==> config.mk <==
export PLATFORM = sky130hd
export DESIGN_NAME = pipe_ctrl
export DESIGN_NICKNAME = d
export VERILOG_FILES = /design/src/rtl/pipe_ctrl_pkg.sv /design/src/rtl/pipe_hazard_det.sv /design/src/rtl/pipe_ctrl.sv
export SDC_FILE = /design/constraint.sdc
export NUM_CORES = 1
export LEC_CHECK = 0
export ABC_AREA = 1
export BUFFER_PORTS_ARGS = -buffer_cell sky130_fd_sc_hd__buf_2
export CAP_MARGIN = 20
export CORE_AREA = 10 10 58 60
export CTS_CLUSTER_SIZE = 10
export DETAILED_ROUTE_END_ITERATION = 7
export DIE_AREA = 0 0 68 70
export PLACE_DENSITY = 0.71
export SYNTH_ARGS = -nofsm -noshare
export SYNTH_HDL_FRONTEND = slang
export SYNTH_SLANG_ARGS = --single-unit
==> constraint.sdc <==
create_clock -name clk -period 3.1 [get_ports clk]
set_clock_uncertainty 0.05 [all_clocks]
set_input_delay 0.31 -clock clk [delete_from_list [all_inputs] [get_ports clk]]
set_output_delay 0.31 -clock clk [all_outputs]
set_load 0.05 [all_outputs]
==> src/rtl/pipe_ctrl_pkg.sv <==
// Shared definitions for the pipeline controller: FSM state encoding,
// the NOP instruction word and the register index width.
package pipe_ctrl_pkg;

  localparam int unsigned REG_W     = 3;
  localparam logic [15:0] NOP_INSTR = 16'h0800;
  localparam int unsigned CNT_W     = 16;

  typedef enum logic [2:0] {
    INIT     = 3'd0,
    RUN      = 3'd1,
    MEM_WAIT = 3'd2,
    REDIRECT = 3'd3,
    HALT     = 3'd4
  } state_t;

endpackage

==> src/rtl/pipe_hazard_det.sv <==
// Combinational load-use detector: the ID instruction reads a register
// that the load currently in EX has not yet produced.
module pipe_hazard_det
  import pipe_ctrl_pkg::*;
(
  input  logic             ex_memread,
  input  logic [REG_W-1:0] ex_rd,
  input  logic             id_rs_vld,
  input  logic [REG_W-1:0] id_rs,
  input  logic             id_rt_vld,
  input  logic [REG_W-1:0] id_rt,
  output logic             load_use
);

  logic rs_hit;
  logic rt_hit;

  always_comb begin
    rs_hit   = id_rs_vld && (id_rs == ex_rd);
    rt_hit   = id_rt_vld && (id_rt == ex_rd);
    load_use = ex_memread && (rs_hit || rt_hit);
  end

endmodule

==> src/rtl/pipe_ctrl.sv <==
// Pipeline stall/flush controller with HALT handling.
// Optional performance counters enabled by PIPE_CTRL_PERF_CNT_EN.
module pipe_ctrl
  import pipe_ctrl_pkg::*;
(
  input  logic             clk,
  input  logic             rst_n,
  input  logic             if_mem_stall,
  input  logic             dm_stall,
  input  logic             id_rs_vld,
  input  logic             id_rt_vld,
  input  logic [REG_W-1:0] id_rs,
  input  logic [REG_W-1:0] id_rt,
  input  logic             ex_memread,
  input  logic [REG_W-1:0] ex_rd,
  input  logic             br_taken,
  input  logic             id_halt,
  output logic             pc_stall,
  output logic             ifid_stall,
  output logic             idex_stall,
  output logic             exmem_stall,
  output logic             ifid_flush,
  output logic             idex_flush,
  output logic             halted,
  output logic [CNT_W-1:0] stall_cnt,
  output logic [CNT_W-1:0] flush_cnt
);

  state_t state, state_nxt;
  state_t saved, saved_nxt;
  state_t eff_state;
  logic   load_use;

  pipe_hazard_det u_hazard (
    .ex_memread (ex_memread),
    .ex_rd      (ex_rd),
    .id_rs_vld  (id_rs_vld),
    .id_rs      (id_rs),
    .id_rt_vld  (id_rt_vld),
    .id_rt      (id_rt),
    .load_use   (load_use)
  );

  always_ff @(posedge clk or negedge rst_n) begin
    if (!rst_n) begin
      state <= INIT;
      saved <= INIT;
    end else begin
      state <= state_nxt;
      saved <= saved_nxt;
    end
  end

  // On the cycle dm_stall drops, behave as the saved state so a held
  // br_taken (or a pending redirect) acts with no extra latency.
  always_comb begin
    eff_state = state;
    if (state == MEM_WAIT && !dm_stall)
      eff_state = saved;
  end

  always_comb begin
    pc_stall    = 1'b0;
    ifid_stall  = 1'b0;
    idex_stall  = 1'b0;
    exmem_stall = 1'b0;
    ifid_flush  = 1'b0;
    idex_flush  = 1'b0;
    halted      = 1'b0;
    state_nxt   = eff_state;
    saved_nxt   = saved;

    case (eff_state)
      INIT: begin
        pc_stall   = 1'b1;
        ifid_flush = 1'b1;
        state_nxt  = RUN;
      end

      MEM_WAIT: begin
        pc_stall    = 1'b1;
        ifid_stall  = 1'b1;
        idex_stall  = 1'b1;
        exmem_stall = 1'b1;
      end

      RUN: begin
        if (dm_stall) begin
          pc_stall    = 1'b1;
          ifid_stall  = 1'b1;
          idex_stall  = 1'b1;
          exmem_stall = 1'b1;
          saved_nxt   = RUN;
          state_nxt   = MEM_WAIT;
        end else if (br_taken) begin
          ifid_flush = 1'b1;
          idex_flush = 1'b1;
          state_nxt  = REDIRECT;
        end else if (load_use) begin
          pc_stall   = 1'b1;
          ifid_stall = 1'b1;
          idex_flush = 1'b1;
        end else if (if_mem_stall) begin
          pc_stall   = 1'b1;
          ifid_flush = 1'b1;
        end else if (id_halt) begin
          state_nxt = HALT;
        end
      end

      REDIRECT: begin
        if (dm_stall) begin
          pc_stall    = 1'b1;
          ifid_stall  = 1'b1;
          idex_stall  = 1'b1;
          exmem_stall = 1'b1;
          saved_nxt   = REDIRECT;
          state_nxt   = MEM_WAIT;
        end else begin
          ifid_flush = 1'b1;
          pc_stall   = if_mem_stall;
          if (!if_mem_stall)
            state_nxt = RUN;
        end
      end

      HALT: begin
        pc_stall   = 1'b1;
        ifid_stall = 1'b1;
        idex_flush = 1'b1;
        halted     = 1'b1;
      end

      default: begin
        pc_stall   = 1'b1;
        ifid_flush = 1'b1;
        state_nxt  = INIT;
      end
    endcase
  end

`ifdef PIPE_CTRL_PERF_CNT_EN
  logic [CNT_W-1:0] stall_q;
  logic [CNT_W-1:0] flush_q;

  always_ff @(posedge clk or negedge rst_n) begin
    if (!rst_n) begin
      stall_q <= '0;
      flush_q <= '0;
    end else if (state != HALT) begin
      if (pc_stall && stall_q != '1)
        stall_q <= stall_q + 1'b1;
      if (ifid_flush && flush_q != '1)
        flush_q <= flush_q + 1'b1;
    end
  end

  assign stall_cnt = stall_q;
  assign flush_cnt = flush_q;
`else
  assign stall_cnt = '0;
  assign flush_cnt = '0;
`endif

endmodule

==> metrics.txt, run 1 <==
Hold Crit Class in -> reg; gp weighted congestion approximately 0.8; root buffer cell clkbuf_4; RSZ-0062 raised after global routing false; # Post-CTS Setup Buffers 0; post-synthesis register bit count 5; TritonCTS Buffers 3; combinational share of power 77.2%; vias in the first global route 716; die area 4760 um^2; final wirelength between 1500 and 2000 um; post-route ant nets 0; clock-pin slew on the worst setup and hold paths around 0.040 ns; GRT Util Overall about 7%; HP Start br_taken; sequential area share after synthesis between 10% and 20%; routed vias 745; Die Width between 60 and 70 um; CP Cell Sequence nor2_4 -> nand4_2 -> nand2_4 -> nand2_2 -> nor3_2 -> nand3_1 -> nand3_1 -> buf_2; final setup vio count 0; maximum clock path buffer count 2; CTS tree yes; part of the power in registers approximately an eighth; clock network power share a little under a tenth; port bufs 24; Crit Path Max Fanout 5; CP startpoint state[2]; I/O pin total 57; HPWL Detailed 1720 um; 1st-pass router iterations 4; Critical Path Slowest Stage Cell dfrtp_1; largest net degree at the start of global routing 8; final antenna diode count 0; Starting Density between 30% and 40%; Synth Warn # 0; H-tree Lvls 1; Area Overhead vs Synth 7.54%; synthesized area between 800 and 900 um^2; Setup crit end kind primary output; DRC 0; post-place instance area roughly 860 um^2; Final min period between 2 and 2.5 ns; max-slew violations 0; Routed wire per std cell 9.87 um; Final nets 180; power density over the cells a little under 900 nW/um^2; part of the cycle the worst path needs 69.4%; worst r2r src state[2]; CP arrival ~1.8 ns; distinct cell type count after synthesis 21; # fillers around 260; Achievable Freq between 400 and 500 MHz; layout cells sized above 1 around 24%; Net Switching between 0.5 and 0.6 mW; final cell count without fillers 191; Synth Instances 134; Setup TNS 0 ns; DR iter-0 viols 26; Rows 18; Leak 0.564 nW; hold slack final 0.299 ns; max cap viols 0; status completed; placed insts approximately 190; IR drop worst, VDD 0.886 mV; Finished Cell Area around 890 um^2; Vias/cell a little under 4; R2R Setup Slk 1.66 ns; initial antenna violation count 0; Worst setup SP type flop; internal power about 0.28 mW; crit-path most repeated cell nand3_1; CP Class reg -> out; Num Clock Sinks 5; switching share of power between 60 and 70%; first-pass GRT wire length 2810 um; Hold Fails Final Rpt 0; clk_lat worst skew roughly 0.24 ns; total gr overflow 0; critical path's largest stage delay 0.44 ns; overall power 0.778 mW; Die Ht 70 um; Post-Syn Area per Cell just over 6 um^2; Critical Path RT about 2.7 ns; Core Region approximately 2300 um^2
[what timing repair did]
action / in CTS / in global routing
hold endpoints to repair: 5 / 0
hold buffers: 1 / 0
gates resized for setup: 0 / 0
[power groups by stage]
stage | logic (mW) | clock network [mW] | registers [mW]
after global placement | 0.603 | 0 | 0.103
after CTS | 0.606 | 0.0791 | 0.102
after detailed placement | 0.604 | 0 | 0.103
after global routing | 0.649 | 0.0853 | 0.105
final | 0.601 | 0.0749 | 0.102
after floorplan | 0.546 | 0 | 0.100
[worst paths after layout]
check	endpoint	depth (start not counted)
min in group asynchronous	saved[0]	2
max reg2reg	state[1]	7
max	ifid_flush	8
max in group asynchronous	saved[1]	2
min reg2reg	saved[0]	1
min	state[1]	3
[worst max-delay path, delay by kind of cell, from the launching register on]
| family | cells | cell delay, ns |
|---|---|---|
| and+or+nand+nor | 7 | 0.86 |
| DFF | 1 | 0.44 |
| buffers and inverters | 1 | 0.26 |
[kinds of logic (layout without fill, tap and decap cells)]
family	count (synthesis)	count (layout)	share of synthesized area, %
compound gates	8	8	7.09
simple gates	68	68	38.9
other cells	1	32	0.452
buf+inv	52	48	38.5
flops	5	5	15.1
[area by class of cell]
type	count	area (um^2)	share of cell area [%]
Timing Repair Buffer	25	130	14.6
Sequential cell	5	125	14.0
Multi-Input combinational cell	108	502	56.2
Inverter	19	71.3	7.99
Clock buffer	4	26.3	2.95
Tap cell	30	37.5	4.21
[synthesized netlist by cell type]
cell | instances | area share, %
buf_4 | 33 | 30
inv_1 | 16 | 7.2
conb_1 | 1 | 0.45
nand3_1 | 9 | 5.4
a31oi_4 | 1 | 2.6
nor2_4 | 1 | 1.4
or2_1 | 1 | 0.75
a22oi_1 | 1 | 0.91
inv_2 | 3 | 1.4
nor2_2 | 1 | 0.75
nand3_4 | 1 | 2.1
nand2_4 | 1 | 1.4
dfrtp_1 | 5 | 15
nor2_1 | 13 | 5.9
nor3_2 | 1 | 1.2
nand2_2 | 2 | 1.5
nand4_2 | 1 | 1.5
nand4_1 | 1 | 0.75
o21ai_0 | 3 | 1.8
nand2_1 | 36 | 16
a21oi_1 | 3 | 1.8
[layer usage]
| layer | vias to the layer above | global-route usage [%] | routed length (um) |
|---|---|---|---|
| li1 | 398 | - | - |
| met1 | 311 | 7.94 | 767 |
| met2 | 36 | 11.4 | 874 |
| met3 | 0 | 3.67 | 245 |
| met4 | 0 | 2.01 | 0 |
| met5 | - | 0 | 0 |
[state kept, by name, summed over array words and instances, names as in the netlist]
register,count
state,3
saved,2
[per-stage QoR]
| step | setup WS [ns] | utilization, % |
|---|---|---|
| after floorplan | 1.03 | - |
| after global placement | 1.21 | 36.5 |
| after detailed placement | 1.19 | 36.5 |
| after CTS | 0.923 | 38.1 |
| after global routing | 0.760 | 38.1 |
| final | 0.949 | 38.1 |
[layout by cell type (no fill, tap or decap)]
cell type      Yosys  layout
dlygate4sd3_1      0       1
nand3_4            1       1
nand4_1            1       1
inv_1             16      16
clkbuf_4           0       3
nor3_2             1       1
nand2_2            2       2
nand3_1            9       9
a31oi_4            1       1
nand4_2            1       1
nor2_2             1       1
buf_2              0      24
nor2_1            13      13
inv_2              3       3
a22oi_1            1       1
or2_1              1       1
conb_1             1      32
o21ai_0            3       3
nand2_1           36      36
nand2_4            1       1
nor2_4             1       1
a21oi_1            3       3
dfrtp_1            5       5
clkbuf_1           0       1
No activity file was read; power rests on OpenSTA's default activity.
==> inputs of run 2 (changes only) <==
--- a/config.mk
+++ b/config.mk
@@ -8,11 +8,11 @@
 export ABC_AREA = 1
 export BUFFER_PORTS_ARGS = -buffer_cell sky130_fd_sc_hd__buf_2
 export CAP_MARGIN = 20
-export CORE_AREA = 10 10 58 60
+export CORE_AREA = 10 10 59 61
 export CTS_CLUSTER_SIZE = 10
 export DETAILED_ROUTE_END_ITERATION = 7
-export DIE_AREA = 0 0 68 70
-export PLACE_DENSITY = 0.71
+export DIE_AREA = 0 0 69 71
+export PLACE_DENSITY = 0.72
 export SYNTH_ARGS = -nofsm -noshare
 export SYNTH_HDL_FRONTEND = slang
 export SYNTH_SLANG_ARGS = --single-unit
==> constraint.sdc (replaced) <==
create_clock -name clk -period 1.9 [get_ports clk]
set_clock_uncertainty 0.05 [all_clocks]
set_input_delay 0.19 -clock clk [delete_from_list [all_inputs] [get_ports clk]]
set_output_delay 0.19 -clock clk [all_outputs]
set_load 0.05 [all_outputs]
==> metrics.txt, run 2 (synthesized netlist as in run 1, its figures left out) <==
part of the cycle the worst path needs 100%; final setup vio count 1; Top Family by Delay on Critical Path simple AND/OR/NAND/NOR gates; Crit Path Max Fanout 5; Vias/cell slightly below 4; I/O pin total 57; post-route ant nets 0; CP Class reg -> out; CP arrival 1.67 ns; Hold Crit Class in -> reg; Regs by FF count state x3, saved x2; max-slew violations 0; Leak 0.611 nW; Die Ht around 71 um; HPWL Detailed around 1700 um; CP Cell Sequence nor2_4 -> nand4_4 -> nand2_4 -> nand2_4 -> nor3_4 -> nand3_1 -> nand3_1 -> buf_6; Rows 18; initial antenna violation count 0; Setup WS pre-CTS about 0.069 ns; Starting Density between 30% and 40%; DR iter-0 viols 15; # fillers between 200 and 300; port bufs 24; vias in the first global route a little under 800; die area 4900 um^2; hold slack final between 0.15 and 0.2 ns; most common cell after layout, fill and taps aside nand2_1; most frequent cells in the layout nand2_1 (34), conb_1 (32), buf_2 (18), inv_1 (16), nor2_1 (10); Final nets approximately 190; Biggest register state; maximum clock path buffer count 2; max FFs per register 3; first-pass GRT wire length 3510 um; clock-pin slew on the worst setup and hold paths ~0.05 ns; power density over the cells between 1500 and 2000 nW/um^2; final antenna diode count 0; Worst setup SP type flop; routed vias about 800; gp weighted congestion between 0.8 and 0.9; TritonCTS Buffers 3; 1st-pass router iterations 4; Area Overhead vs Synth 24.1%; Num Clock Sinks 5; GRT Util Overall between 8 and 9%; Achievable Freq between 500 and 600 MHz; Setup crit end kind primary output; critical path's largest stage delay 0.41 ns; status finished with violations; total gr overflow 0; Critical Path Slowest Stage Cell dfrtp_1; Setup WS post-layout -0.00869 ns; layout cells sized above 1 32.1%; H-tree Lvls 1; DRC 0; worst path bufs/invs 1; Die Width ~69 um; failing checks negative setup slack; IR drop worst, VDD 0.958 mV; Routed wire per std cell around 11 um; Critical Path RT around 1.7 ns; root buffer cell clkbuf_4; final wirelength 2180 um; register area 126 um^2; footprint of the multi-input gates ~540 um^2; clk_lat worst skew around 0.25 ns; max cap viols 0; Core Region approximately 2400 um^2; Hold Fails Final Rpt 0; largest net degree at the start of global routing 8; RSZ-0062 raised after global routing true; Final min period about 1.9 ns; CTS tree yes
==> run 2: cell types whose count changed in the layout (fill, tap and decap cells not counted), moves of 2 or more <==
| cell | change |
|---|---|
| buf_2 | -6 |
| buf_4 | +7 |
| buf_6 | +5 |
| nand2_1 | -2 |
| nand3_1 | -2 |
| nand3_2 | +2 |
| nor2_1 | -3 |
| nor2_2 | +3 |
==> run 2: routing by layer <==
metal,vias up,track usage (%),share of wire [%]
met1,333,8.37,38
met2,38,14.0,49
met5,-,0,0
met4,0,3.36,1.6
met3,4,4.18,12
li1,411,-,-
==> run 2: metrics by stage <==
step | cell area, um^2 | TNS, ns | cells | total power [mW] | util (%)
after floorplan | 948 | 0 | 165 | 1.06 | -
after detailed placement | 858 | 0 | 186 | 1.17 | 36.0
after CTS | 977 | -0.0137 | 194 | 1.46 | 40.9
after global placement | 858 | 0 | 186 | 1.16 | 36.0
final | 1030 | -0.00869 | 198 | 1.58 | 43.1
after global routing | 1030 | -0.435 | 198 | 1.69 | 43.1
==> run 2: layout make-up <==
class	instances	area share, %
well taps	30	3.65
flip-flops and latches	5	12.3
clock buffers	4	2.55
inverters	19	6.93
multi-input cells	108	52.9
repair buffers	32	21.7
==> run 2: worst paths after layout <==
| check | to | depth (start not counted) | slack (ns) | startpoint |
|---|---|---|---|---|
| min in group asynchronous | state[0] | 2 | 0.24 | rst_n |
| min reg2reg | saved[0] | 1 | 0.48 | saved[0] |
| max in group asynchronous | state[2] | 2 | 1.41 | rst_n |
| max reg2reg | state[0] | 8 | 0.47 | state[0] |
| min | state[1] | 3 | 0.18 | br_taken |
| max | ifid_flush | 8 | -0.009 | state[0] |
==> run 2: what timing repair did <==
| action | 4_1_cts | 5_1_grt |
|---|---|---|
| hold endpoints to repair | 5 | 0 |
| setup buffers | 3 | 4 |
| gates resized for setup | 17 | 6 |
| endpoints found under the setup margin | 6 | 7 |
| hold buffers | 1 | 0 |
| pin swaps | 2 | 4 |
==> run 2: worst min-delay path, stage by stage <==
cell     delay, ns
buf_2         0.10
o21ai_0       0.07
nand4_1       0.08
==> run 2: power by group <==
group	internal, mW	switching [mW]
Combinational	0.426	0.855
Clock	0.0796	0.0464
Sequential	0.142	0.0294
==> inputs of run 3 (changes only) <==
==> constraint.sdc (replaced) <==
create_clock -name clk -period 1.9 [get_ports clk]
set_clock_uncertainty 0.05 [all_clocks]
set_input_delay 0.38 -clock clk [delete_from_list [all_inputs] [get_ports clk]]
set_output_delay 0.38 -clock clk [all_outputs]
set_load 0.05 [all_outputs]
==> metrics.txt, run 3 (synthesized netlist as in run 1, its figures left out) <==
maximum clock path buffer count 2; CTS tree yes; max FFs per register 3; DR iter-0 viols 25; HP Start br_taken; Hold Crit Class in -> reg; Top Family by Delay on Critical Path simple AND/OR/NAND/NOR gates; Crit Path Max Fanout 4; Vias/cell roughly 4.1; Starting Density a little over a third; critical path's largest stage delay 0.40 ns; part of the cycle the worst path needs 111%; DRC 0; gp weighted congestion 0.887; final setup vio count 7; layout cells sized above 1 between 30% and 40%; CP Cell Sequence nor2_4 -> a31oi_4 -> buf_6 -> nor2_4 -> nand2_4 -> nand3_2 -> nand3_2 -> buf_8; final wirelength between 2000 and 3000 um; Leak around 0.71 nW; Die Width 69 um; TritonCTS Buffers 3; final antenna diode count 0; die area 4900 um^2; Critical Path Slowest Stage Cell dfrtp_1; Achievable Freq 472 MHz; port bufs 24; max cap viols 0; RSZ-0062 raised after global routing true; Routed wire per std cell 12.1 um; H-tree Lvls 1; Critical Path RT between 1 and 1.5 ns; Area Overhead vs Synth 47.8%; Biggest register state; Regs by FF count state x3, saved x2; CP arrival around 1.7 ns; clk_lat worst skew roughly 0.24 ns; routed vias just under 900; vias in the first global route approximately 850; clock-pin slew on the worst setup and hold paths about 0.04 ns; Hold Fails Final Rpt 0; hold slack final around 0.38 ns; Setup TNS -1.37 ns; GRT Util Overall about 8.4%; max-slew violations 0; IR drop worst, VDD roughly 1.1 mV; Worst setup SP type flop; worst path bufs/invs 2; failing checks negative setup slack; root buffer cell clkbuf_4; 1st-pass router iterations 4; total gr overflow 0; Core Region about 2400 um^2; most frequent cells in the layout nand2_1 (32), conb_1 (32), buf_2 (17), inv_1 (14), buf_4 (14); CP startpoint state[0]; post-route ant nets 0; HPWL Detailed between 1500 and 2000 um; Num Clock Sinks 5; I/O pin total 57; CP Class reg -> out; Setup WS post-layout -0.217 ns; first-pass GRT wire length about 3600 um; Die Ht between 70 and 80 um; worst r2r src state[0]; status finished with violations; power density over the cells approximately 1600 nW/um^2; initial antenna violation count 0; largest net degree at the start of global routing 7; Final nets around 200; Rows 18; Final min period around 2.1 ns; Setup crit end kind primary output
## run 3: cell types whose count changed in the layout (fill, tap and decap cells not counted), moves of 2 or more
cell	before	now
nor2_2	4	1
buf_8	1	5
buf_4	7	14
nor2_4	1	4
inv_1	16	14
nand3_1	7	5
nand2_1	34	32
## run 3: final timing paths
| kind | endpoint | slack, ns | cells past startpoint |
|---|---|---|---|
| worst max register to register | state[2] | 0.32 | 9 |
| worst max-delay path | ifid_flush | -0.22 | 8 |
| min in group asynchronous | state[0] | 0.43 | 2 |
| worst min register to register | saved[0] | 0.47 | 1 |
| worst min-delay path | state[1] | 0.38 | 3 |
| max in group asynchronous | saved[1] | 1.24 | 2 |
## run 3: through the flow
| stage | std cells | util [%] | setup slack [ns] | cell area, um^2 | power, mW |
|---|---|---|---|---|---|
| after floorplan | 165 | - | 0.000184 | 961 | 1.09 |
| after global placement | 196 | 39.6 | -0.0763 | 946 | 1.28 |
| after detailed placement | 196 | 39.6 | -0.101 | 946 | 1.28 |
| after CTS | 204 | 45.9 | -0.203 | 1090 | 1.66 |
| after global routing | 210 | 51.4 | -0.319 | 1230 | 2.11 |
| final | 210 | 51.4 | -0.217 | 1230 | 2.00 |
## run 3: worst reg2reg max path, stage by stage (launching register included)
cell     delay (ns)
dfrtp_1        0.40
nor2_4         0.18
nand4_4        0.13
nand2_4        0.15
buf_6          0.12
nor2_4         0.04
nand2_4        0.09
inv_4          0.05
a21oi_1        0.17
nor2_1         0.07
## run 3: final cells by class
type                       instances  area, um^2
fill                             234        1160
multi-input combinational        108         601
timing repair buffer              44         363
sequential                         5         125
inverter                          19        73.8
tap                               30        37.5
clock buffer                       4        26.3
## run 3: what timing repair did
item,CTS,global route
endpoints found under the setup margin,7,7
resized for setup,24,19
hold endpoints to repair,5,0
hold buffers,1,0
pin swaps,4,7
buffers inserted,3,6
## run 3: power by group
group          internal (mW)  switching [mW]  total [mW]
Combinational          0.696            1.01        1.71
Sequential             0.142          0.0277       0.170
Clock                 0.0793          0.0421       0.121
## run 3: layer usage
layer	vias to the layer above	global-route usage, %	routed length [um]
li1	436	-	-
met1	382	8.99	998
met2	47	15.2	1350
met3	2	2.65	183
met4	0	2.68	8
met5	-	0	0
